### src/rtl/i2c_pkg.sv
// Shared I2C definitions: FSM states, quarter-phase encodings and ACK/NACK line levels.
package i2c_pkg;

    typedef enum logic [2:0] {
        StIdle,
        StStart,
        StAddr,
        StAack,
        StData,
        StDack,
        StStop
    } i2c_state_e;

    localparam logic [1:0] Q0 = 2'd0;
    localparam logic [1:0] Q1 = 2'd1;
    localparam logic [1:0] Q2 = 2'd2;
    localparam logic [1:0] Q3 = 2'd3;

    localparam logic ACK  = 1'b0;
    localparam logic NACK = 1'b1;

endpackage

### src/rtl/i2c_tick_gen.sv
// Quarter-period tick generator: one-clk tick every CLK_DIV enabled, non-held clocks.
module i2c_tick_gen #(
    parameter int unsigned CLK_DIV = 4
) (
    input  logic clk,
    input  logic reset_n,
    input  logic en,
    input  logic hold,
    output logic tick
);

    localparam int unsigned CntW = $clog2(CLK_DIV);
    localparam logic [CntW-1:0] CntMax = CntW'(CLK_DIV - 1);

    logic [CntW-1:0] cnt_q;

    // hold freezes the count so a stretched phase keeps its remaining length
    always_ff @(posedge clk or negedge reset_n) begin
        if (!reset_n) begin
            cnt_q <= '0;
        end else if (!en) begin
            cnt_q <= '0;
        end else if (!hold) begin
            cnt_q <= (cnt_q == CntMax) ? '0 : cnt_q + CntW'(1);
        end
    end

    assign tick = en && !hold && (cnt_q == CntMax);

endmodule

### src/rtl/i2c_master_tx.sv
// I2C master write engine: START, address+W, FIFO bytes while ACKed and available, STOP.
// Optional SCL clock stretching is enabled by defining I2C_CLK_STRETCH_EN.
module i2c_master_tx
    import i2c_pkg::*;
#(
    parameter int unsigned CLK_DIV    = 4,
    parameter logic [6:0]  SLAVE_ADDR = 7'h42,
    parameter int unsigned DATA_W     = 8
) (
    input  logic              clk,
    input  logic              reset_n,
    input  logic [DATA_W-1:0] i_data,
    input  logic              i_valid,
    output logic              o_rd_en,
    output logic              scl_oe,
    input  logic              scl_i,
    output logic              sda_oe,
    input  logic              sda_i,
    output logic              o_busy,
    output logic              o_nack
);

    localparam logic [DATA_W-1:0] AddrByte = DATA_W'({SLAVE_ADDR, 1'b0});

    i2c_state_e        state_q, state_d;
    logic [1:0]        phase_q, phase_d;
    logic [2:0]        bit_cnt_q, bit_cnt_d;
    logic [DATA_W-1:0] shreg_q, shreg_d;
    logic              ack_q, ack_d;
    logic              nack_q, nack_d;
    logic              tick;
    logic              hold;

`ifdef I2C_CLK_STRETCH_EN
    logic stretch_pt;
    // SCL has just been released; wait for the pad to actually go high
    assign stretch_pt = ((state_q inside {StAddr, StAack, StData, StDack}) && (phase_q == Q2)) ||
                        ((state_q == StStop) && (phase_q == Q1));
    assign hold = stretch_pt && !scl_i;
`else
    logic unused_scl_i;
    assign unused_scl_i = scl_i;
    assign hold = 1'b0;
`endif

    i2c_tick_gen #(
        .CLK_DIV (CLK_DIV)
    ) u_tick_gen (
        .clk     (clk),
        .reset_n (reset_n),
        .en      (state_q != StIdle),
        .hold    (hold),
        .tick    (tick)
    );

    always_ff @(posedge clk or negedge reset_n) begin
        if (!reset_n) begin
            state_q   <= StIdle;
            phase_q   <= Q0;
            bit_cnt_q <= 3'd0;
            shreg_q   <= '0;
            ack_q     <= 1'b0;
            nack_q    <= 1'b0;
        end else begin
            state_q   <= state_d;
            phase_q   <= phase_d;
            bit_cnt_q <= bit_cnt_d;
            shreg_q   <= shreg_d;
            ack_q     <= ack_d;
            nack_q    <= nack_d;
        end
    end

    always_comb begin
        state_d   = state_q;
        phase_d   = phase_q;
        bit_cnt_d = bit_cnt_q;
        shreg_d   = shreg_q;
        ack_d     = ack_q;
        nack_d    = nack_q;
        o_rd_en   = 1'b0;
        case (state_q)
            StIdle: begin
                if (i_valid) begin
                    state_d = StStart;
                    phase_d = Q0;
                    nack_d  = 1'b0;
                end
            end
            StStart: begin
                if (tick) begin
                    if (phase_q == Q2) begin
                        state_d   = StAddr;
                        phase_d   = Q0;
                        shreg_d   = AddrByte;
                        bit_cnt_d = 3'd7;
                    end else begin
                        phase_d = phase_q + 2'd1;
                    end
                end
            end
            StAddr, StData: begin
                if (tick) begin
                    phase_d = phase_q + 2'd1;
                    if (phase_q == Q3) begin
                        if (bit_cnt_q == 3'd0) begin
                            state_d = (state_q == StAddr) ? StAack : StDack;
                        end else begin
                            bit_cnt_d = bit_cnt_q - 3'd1;
                            shreg_d   = {shreg_q[DATA_W-2:0], 1'b0};
                        end
                    end
                end
            end
            StAack, StDack: begin
                if (tick) begin
                    phase_d = phase_q + 2'd1;
                    if (phase_q == Q2) begin
                        ack_d = (sda_i == ACK);
                        if (sda_i == NACK) begin
                            nack_d = 1'b1;
                        end
                    end
                    if (phase_q == Q3) begin
                        // the pop and the capture happen in the same clk
                        if (ack_q && i_valid) begin
                            state_d   = StData;
                            o_rd_en   = 1'b1;
                            shreg_d   = i_data;
                            bit_cnt_d = 3'd7;
                        end else begin
                            state_d = StStop;
                        end
                    end
                end
            end
            StStop: begin
                if (tick) begin
                    phase_d = phase_q + 2'd1;
                    if (phase_q == Q3) begin
                        state_d = StIdle;
                    end
                end
            end
            default: state_d = StIdle;
        endcase
    end

    always_comb begin
        scl_oe = 1'b0;
        sda_oe = 1'b0;
        case (state_q)
            StStart: begin
                sda_oe = 1'b1;
                scl_oe = (phase_q == Q2);
            end
            StAddr, StData: begin
                sda_oe = !shreg_q[DATA_W-1];
                scl_oe = (phase_q == Q0) || (phase_q == Q1);
            end
            StAack, StDack: begin
                scl_oe = (phase_q == Q0) || (phase_q == Q1);
            end
            StStop: begin
                scl_oe = (phase_q == Q0);
                sda_oe = (phase_q == Q0) || (phase_q == Q1);
            end
            default: ;
        endcase
    end

    assign o_busy = (state_q != StIdle);
    assign o_nack = nack_q;

endmodule
### config.mk
export PLATFORM = sky130hd
export DESIGN_NAME = i2c_master_tx
export DESIGN_NICKNAME = d
export VERILOG_FILES = /design/src/rtl/i2c_pkg.sv /design/src/rtl/i2c_tick_gen.sv /design/src/rtl/i2c_master_tx.sv
export SDC_FILE = /design/constraint.sdc
export NUM_CORES = 1
export LEC_CHECK = 0
export CAP_MARGIN = 10
export CORE_MARGIN = 8
export CORE_UTILIZATION = 54
export DETAILED_ROUTE_END_ITERATION = 12
export GPL_TIMING_DRIVEN = 0
export PLACE_DENSITY = 0.76
export REMOVE_ABC_BUFFERS = 1
export SETUP_SLACK_MARGIN = 0.1
export SLEW_MARGIN = 20
export SYNTH_ARGS = -nofsm -noshare
export SYNTH_HDL_FRONTEND = slang
export SYNTH_SLANG_ARGS = --single-unit
### constraint.sdc
create_clock -name clk -period 2.6 [get_ports clk]
set_input_delay 0.39 -clock clk [delete_from_list [all_inputs] [get_ports clk]]
set_output_delay 0.39 -clock clk [all_outputs]
set_load 0.02 [all_outputs]
* After elaboration in Yosys (flattened, before gate mapping)
Index checks and enable logic that the tools add are counted.
** Word-level totals
- Input bits :: 13
- Word-level logic and storage cells :: 105
- Output and inout bits :: 5
- Register bits after elaboration :: 20
** Operators by class
- Eq/ne operators :: 25
- Add/sub/neg operators :: 3
- Muxes and demuxes :: 49
- Bitwise gates (word level) :: 1
- Reduce and logical (&&, ||, !) cells :: 20
** Operator list (count)
- $mux W8 :: 8
- $mux W3 :: 19
- $ne A2 B2 Y1 const B :: 14
- $pmux W8 S3 :: 1
- $pmux W3 S5 :: 1
- $mux W2 :: 7
- $reduce_and A10 Y1 :: 1
- $eq A3 B3 Y1 const B :: 3
- $pmux W3 S3 :: 1
- $reduce_and A9 Y1 :: 1
- $reduce_bool A3 Y1 :: 3
- $mux W1 :: 8
- $eq A2 B2 Y1 const B :: 3
- $eq A3 B2 Y1 const B :: 2
- $logic_not A3 Y1 :: 2
- $pmux W1 S3 :: 2
- $pmux W2 S3 :: 1
- $reduce_and A5 Y1 :: 1
- $reduce_or A5 Y1 :: 1
- $add A2 B1 Y2 const B :: 2
- $reduce_and A4 Y1 :: 1
- $reduce_or A2 Y1 :: 2
- $reduce_or A4 Y1 :: 1
- $eq A3 B1 Y1 const B :: 1
- 11 further kinds :: 12

* Depth between registers and ports, before layout
- Word-level depth :: 6
- Mapped depth :: 7
- Gate-level depth less buffers :: 6

* By module
A second synthesis with hierarchy kept.
** Unflattened totals
- Cells, all modules :: 156
- Area total of the unflattened synthesis :: 1456.4 µm²
** Modules (own cells, without submodules)
- i2c_master_tx :: cells an instance 146, area an instance 1352.5 µm², instances 1, seq. area each 450.4 µm²
- i2c_tick_gen :: cells an instance 10, area an instance 103.8 µm², instances 1, seq. area each 50.0 µm²

* Worst setup path before layout
OpenSTA, ideal clock, no wires.
- Path kind :: reg-to-output
- Start :: reg state_q[1]
- End :: out o_rd_en
- Path slack :: 0.576 ns
- Data required time :: 2.210 ns
- Buffers on the path :: 1
- Data arrival time :: 1.634 ns
- Stages on the path, launching flop included :: 4
- Cells stage by stage :: dfrtp_1 -> buf_2 -> xnor2_1 -> nor4_1
** On the way
- Longest elaborated chain between the ends :: 4
- Elaborated cells between the ends (all ways) :: 7
- Those cells by class :: eq/ne (2); mux (2); reduce/logical (3)
** RTL lines
- start: declaration :: line i2c_master_tx.sv:25 : i2c_state_e state_q, state_d;
- start signal: assignment :: line i2c_master_tx.sv:58 : state_q <= StIdle;
- start signal: assignment :: line i2c_master_tx.sv:65 : state_q <= state_d;
- $reduce_bool A3 Y1 :: line i2c_master_tx.sv:51 : .en (state_q != StIdle),
- $logic_and A1 B1 Y1 :: line i2c_tick_gen.sv:28 : assign tick = en && !hold && (cnt_q == CntMax);
- $mux W1 :: line i2c_master_tx.sv:116 : if (tick) begin
- $mux W1 * :: line i2c_master_tx.sv:82 : case (state_q)
- end: declaration :: line i2c_master_tx.sv:14 : output logic o_rd_en,
Every way passes the cells marked *; elsewhere a longest branch is shown, timed or not.

* Worst setup path after layout
- Start :: reg state_q[2]
- End :: out scl_oe
** On the way
- Longest elaborated chain between the ends :: 3
- Elaborated cells between the ends (all ways) :: 8
- Those cells by class :: eq/ne (6); mux (1); reduce/logical (1)
** RTL lines
- $eq A3 B2 Y1 or $eq A3 B3 Y1 (tied branches) :: line i2c_master_tx.sv:152 : case (state_q)
- $reduce_or A4 Y1 (no line)
- $pmux W1 S3 * :: line i2c_master_tx.sv:152
- end: declaration :: line i2c_master_tx.sv:15 : output logic scl_oe,
Marked as above.

==> summary.txt <==
Yosys
  – Synthesized instance count: 142
  – Post-Syn Area: 1400 um2
  – Post-synth ARST share: 100%
  – Syn_area_per_cell: 9.82 um2
  – Synth Warn #: 0
  – Netlist cell types: 41
  – Register area share after synthesis: 35.9%
  – Ys flop type: dfrtp_1
  – Post-synth EDFFs: 0
  – Post-synthesis register bit count: 20

Pwr
  – P per Cell Area: 369 nW/um2
  – LEAKAGE: 0.722 nW
  – Max IR drop VDD: 0.277 mV
  – Power, Total: 0.606 mW

Worst setup path
  – Crit path DAT: 1990 ps
  – Crit. End Element: output pin
  – Crit path required time: 2210 ps
  – Slowest CP cell: dfrtp_4
  – Top delay family on crit path: flip-flops
  – Crit Path Max Fanout: 19
  – Worst setup SP type: flip-flop
  – Buf+Inv Stages, Crit Path: 1
  – Worst-path cell chain: ha_1 > o21ai_0 > nand3_1 > clkdlybuf4s50_1
  – Delay of the slowest critical-path stage: 610 ps
  – Worst R2R Setup Slack: 400 ps
  – CP Class: flip-flop to output pin

Floorplanning
  – Die width: 66.8 um
  – Die Height: 66.8 um
  – Rows: 18
  – IO Pins: 18
  – Die Area: 4470 um2
  – Starting density of the core: 56.8%
  – Core area: 2450 um2

Route
  – Initial DRC Count: 30
  – Vias: 1097
  – DR DRC count: 0
  – Routed vias/inst: 5.93
  – ANT nets after route: 0
  – DRT Wirelength: 3050 um
  – Wire per inst: 16.5 um
  – TritonRoute pass-1 iters: 4

Layout
  – NumNets Final: 179
  – Final design utilization: 66.9%
  – Multi-input gate area: 840 um2
  – Cell Count, Final, Fillers Out: 185
  – Layout cells sized above 1: 16.8%
  – Layout area overhead: 17.7%
  – FILL cells: 202
  – Final Cell Area: 1640 um2
  – Antenna fix cells: 0
  – Reg area: 509 um2

Place
  – Pre-CTS setup slack: 10.7 ps
  – Placed cell count: 181
  – Placed Area: 1560 um2
  – DP Wirelength: 2090 um
  – # port buffers: 16
  – GPL Wtd Cong: 0.801

CTS
  – Max Root-Sink Buffers: 2
  – CTS tree: done
  – Clk slew on worst S/H paths: 130 ps
  – Clk_lat worst skew: 320 ps
  – Clk sinks: 20
  – Num CTS Buffers: 3
  – Root buffer cell: clkbuf_4
  – Hold Buf Count CTS: 0
  – H-Tree Depth: 1

Timing
  – Worst relative slew slack: 39.6%
  – Slew @ Worst Pin: 903 ps
  – RSZ-0062 raised after global routing: no
  – Slew Limit Fails: 0
  – Setup slack after layout: 217 ps
  – Endpoints failing setup: 0
  – Fin Hold WS: 458 ps
  – TNS Setup: 0 ps
  – Final Skew: 6.78 ps
  – Fin crit share: 91.7%
  – Fmax: 0.420 GHz
  – Final Hold Violating Endpoints: 0
  – Crit path time final: 2380 ps

GRT
  – Initial antenna violation count: 0
  – Gr ovfl total: 0
  – Global-route wire length before repair: 5330 um
  – Largest net degree at the start of global routing: 23
  – Number of global-route vias before repair: 1139
  – Total global-route track usage: 15.1%

Min path
  – Worst min-delay path category: flip-flop to flip-flop

Job
  – Max Cap Violations: 0

Outcome
  – Outcome: completed
-- report_power, final --
group	total, mW	switching (mW)	leakage (nW)	internal [mW]
clock network	0.270	0.114	0.0279	0.156
logic	0.0247	0.00990	0.449	0.0148
registers	0.311	0	0.245	0.311
total	0.606	0.124	0.722	0.482
-- layer usage --
layer  share of wire [%]  track usage (%)  wire length, um  vias to the layer above
met4                 2.4             7.47               72                        0
met3                 2.7             2.52               81                        9
li1                    -                -                -                      531
met5                   0                0                0                        -
met2                  49             24.9             1490                       21
met1                  46             18.4             1400                      536
-- what timing repair did --
| item | CTS | global route |
|---|---|---|
| resized for setup | 6 | 7 |
| cloned | 0 | 0 |
| endpoints found under the setup margin | 11 | 10 |
| buffers inserted | 0 | 0 |
| pin swaps | 0 | 0 |
-- Yosys cell counts, drive strengths merged, types with 2 or more instances --
library cell / instances / share of area (%)
nand2b: 2 / 0.90
clkbuf: 2 / 0.54
nand4: 2 / 0.90
nand3: 8 / 2.9
buf: 5 / 2.1
ha: 10 / 9.0
nor2: 13 / 3.5
dfrtp: 20 / 36
a32oi: 2 / 1.3
o21ai: 4 / 1.4
nand2: 10 / 2.7
mux2: 9 / 9.1
and2: 3 / 1.3
nor3: 3 / 1.1
nor2b: 2 / 0.90
mux2i: 13 / 9.3
a31oi: 2 / 0.90
a21oi: 4 / 1.4
inv: 10 / 2.7
-- cell type report --
class                      count  share of cell area (%)
sequential                    20                    31.0
clock buffer                   3                    1.37
clock inverter                 1                    1.83
timing repair buffer          16                    9.83
tap                           30                    2.29
multi-input combinational    105                    51.1
inverter                      10                    2.52
-- worst paths after layout --
kind | from | endpoint | cells past startpoint
worst max-delay path | state_q[2] | scl_oe | 4
worst min-delay path | u_tick_gen.cnt_q[0] | u_tick_gen.cnt_q[0] | 1
worst max register to register | phase_q[0] | shreg_q[3] | 6
worst min register to register | u_tick_gen.cnt_q[0] | u_tick_gen.cnt_q[0] | 1
max in group asynchronous | reset_n | state_q[0] | 1
min in group asynchronous | reset_n | shreg_q[7] | 1
-- registers in the layout, summed over array words and instances, names as in the netlist --
| name | flops |
|---|---|
| ack_q | 1 |
| bit_cnt_q | 3 |
| o_nack | 1 |
| phase_q | 2 |
| shreg_q | 8 |
| state_q | 3 |
| u_tick_gen.cnt_q | 2 |
-- cells in the final DEF (no fill, tap or decap), types with 3 or more instances in the layout --
master and n:
nand3_1 8, a21oi_1 4, clkbuf_4 3, inv_1 8, nor2_1 12, clkdlybuf4s50_1 14
dfrtp_1 17, mux2i_1 13, mux2_4 7, o21ai_0 4, and2_1 3, ha_1 9
nand2_1 10
-- logic make-up (layout without fill, tap and decap cells) --
| family | Yosys count | count (layout) | share of synthesized area, % |
|---|---|---|---|
| fa+ha+maj | 10 | 10 | 8.97 |
| xor+xnor | 2 | 2 | 1.79 |
| compound gates | 24 | 24 | 13.5 |
| simple gates | 47 | 47 | 16.1 |
| flops | 20 | 20 | 35.9 |
| mux | 22 | 22 | 18.5 |
| buf+inv | 17 | 30 | 5.29 |
-- worst register-to-register path: cells and delay by family, from the launching register on --
family          cells  cell delay (ps)
fa+ha+maj           1              270
buf+inv             1              160
compound gates      2              770
mux                 2              470
flops               1              440
Note: power is estimated with default switching activity, not from simulation.
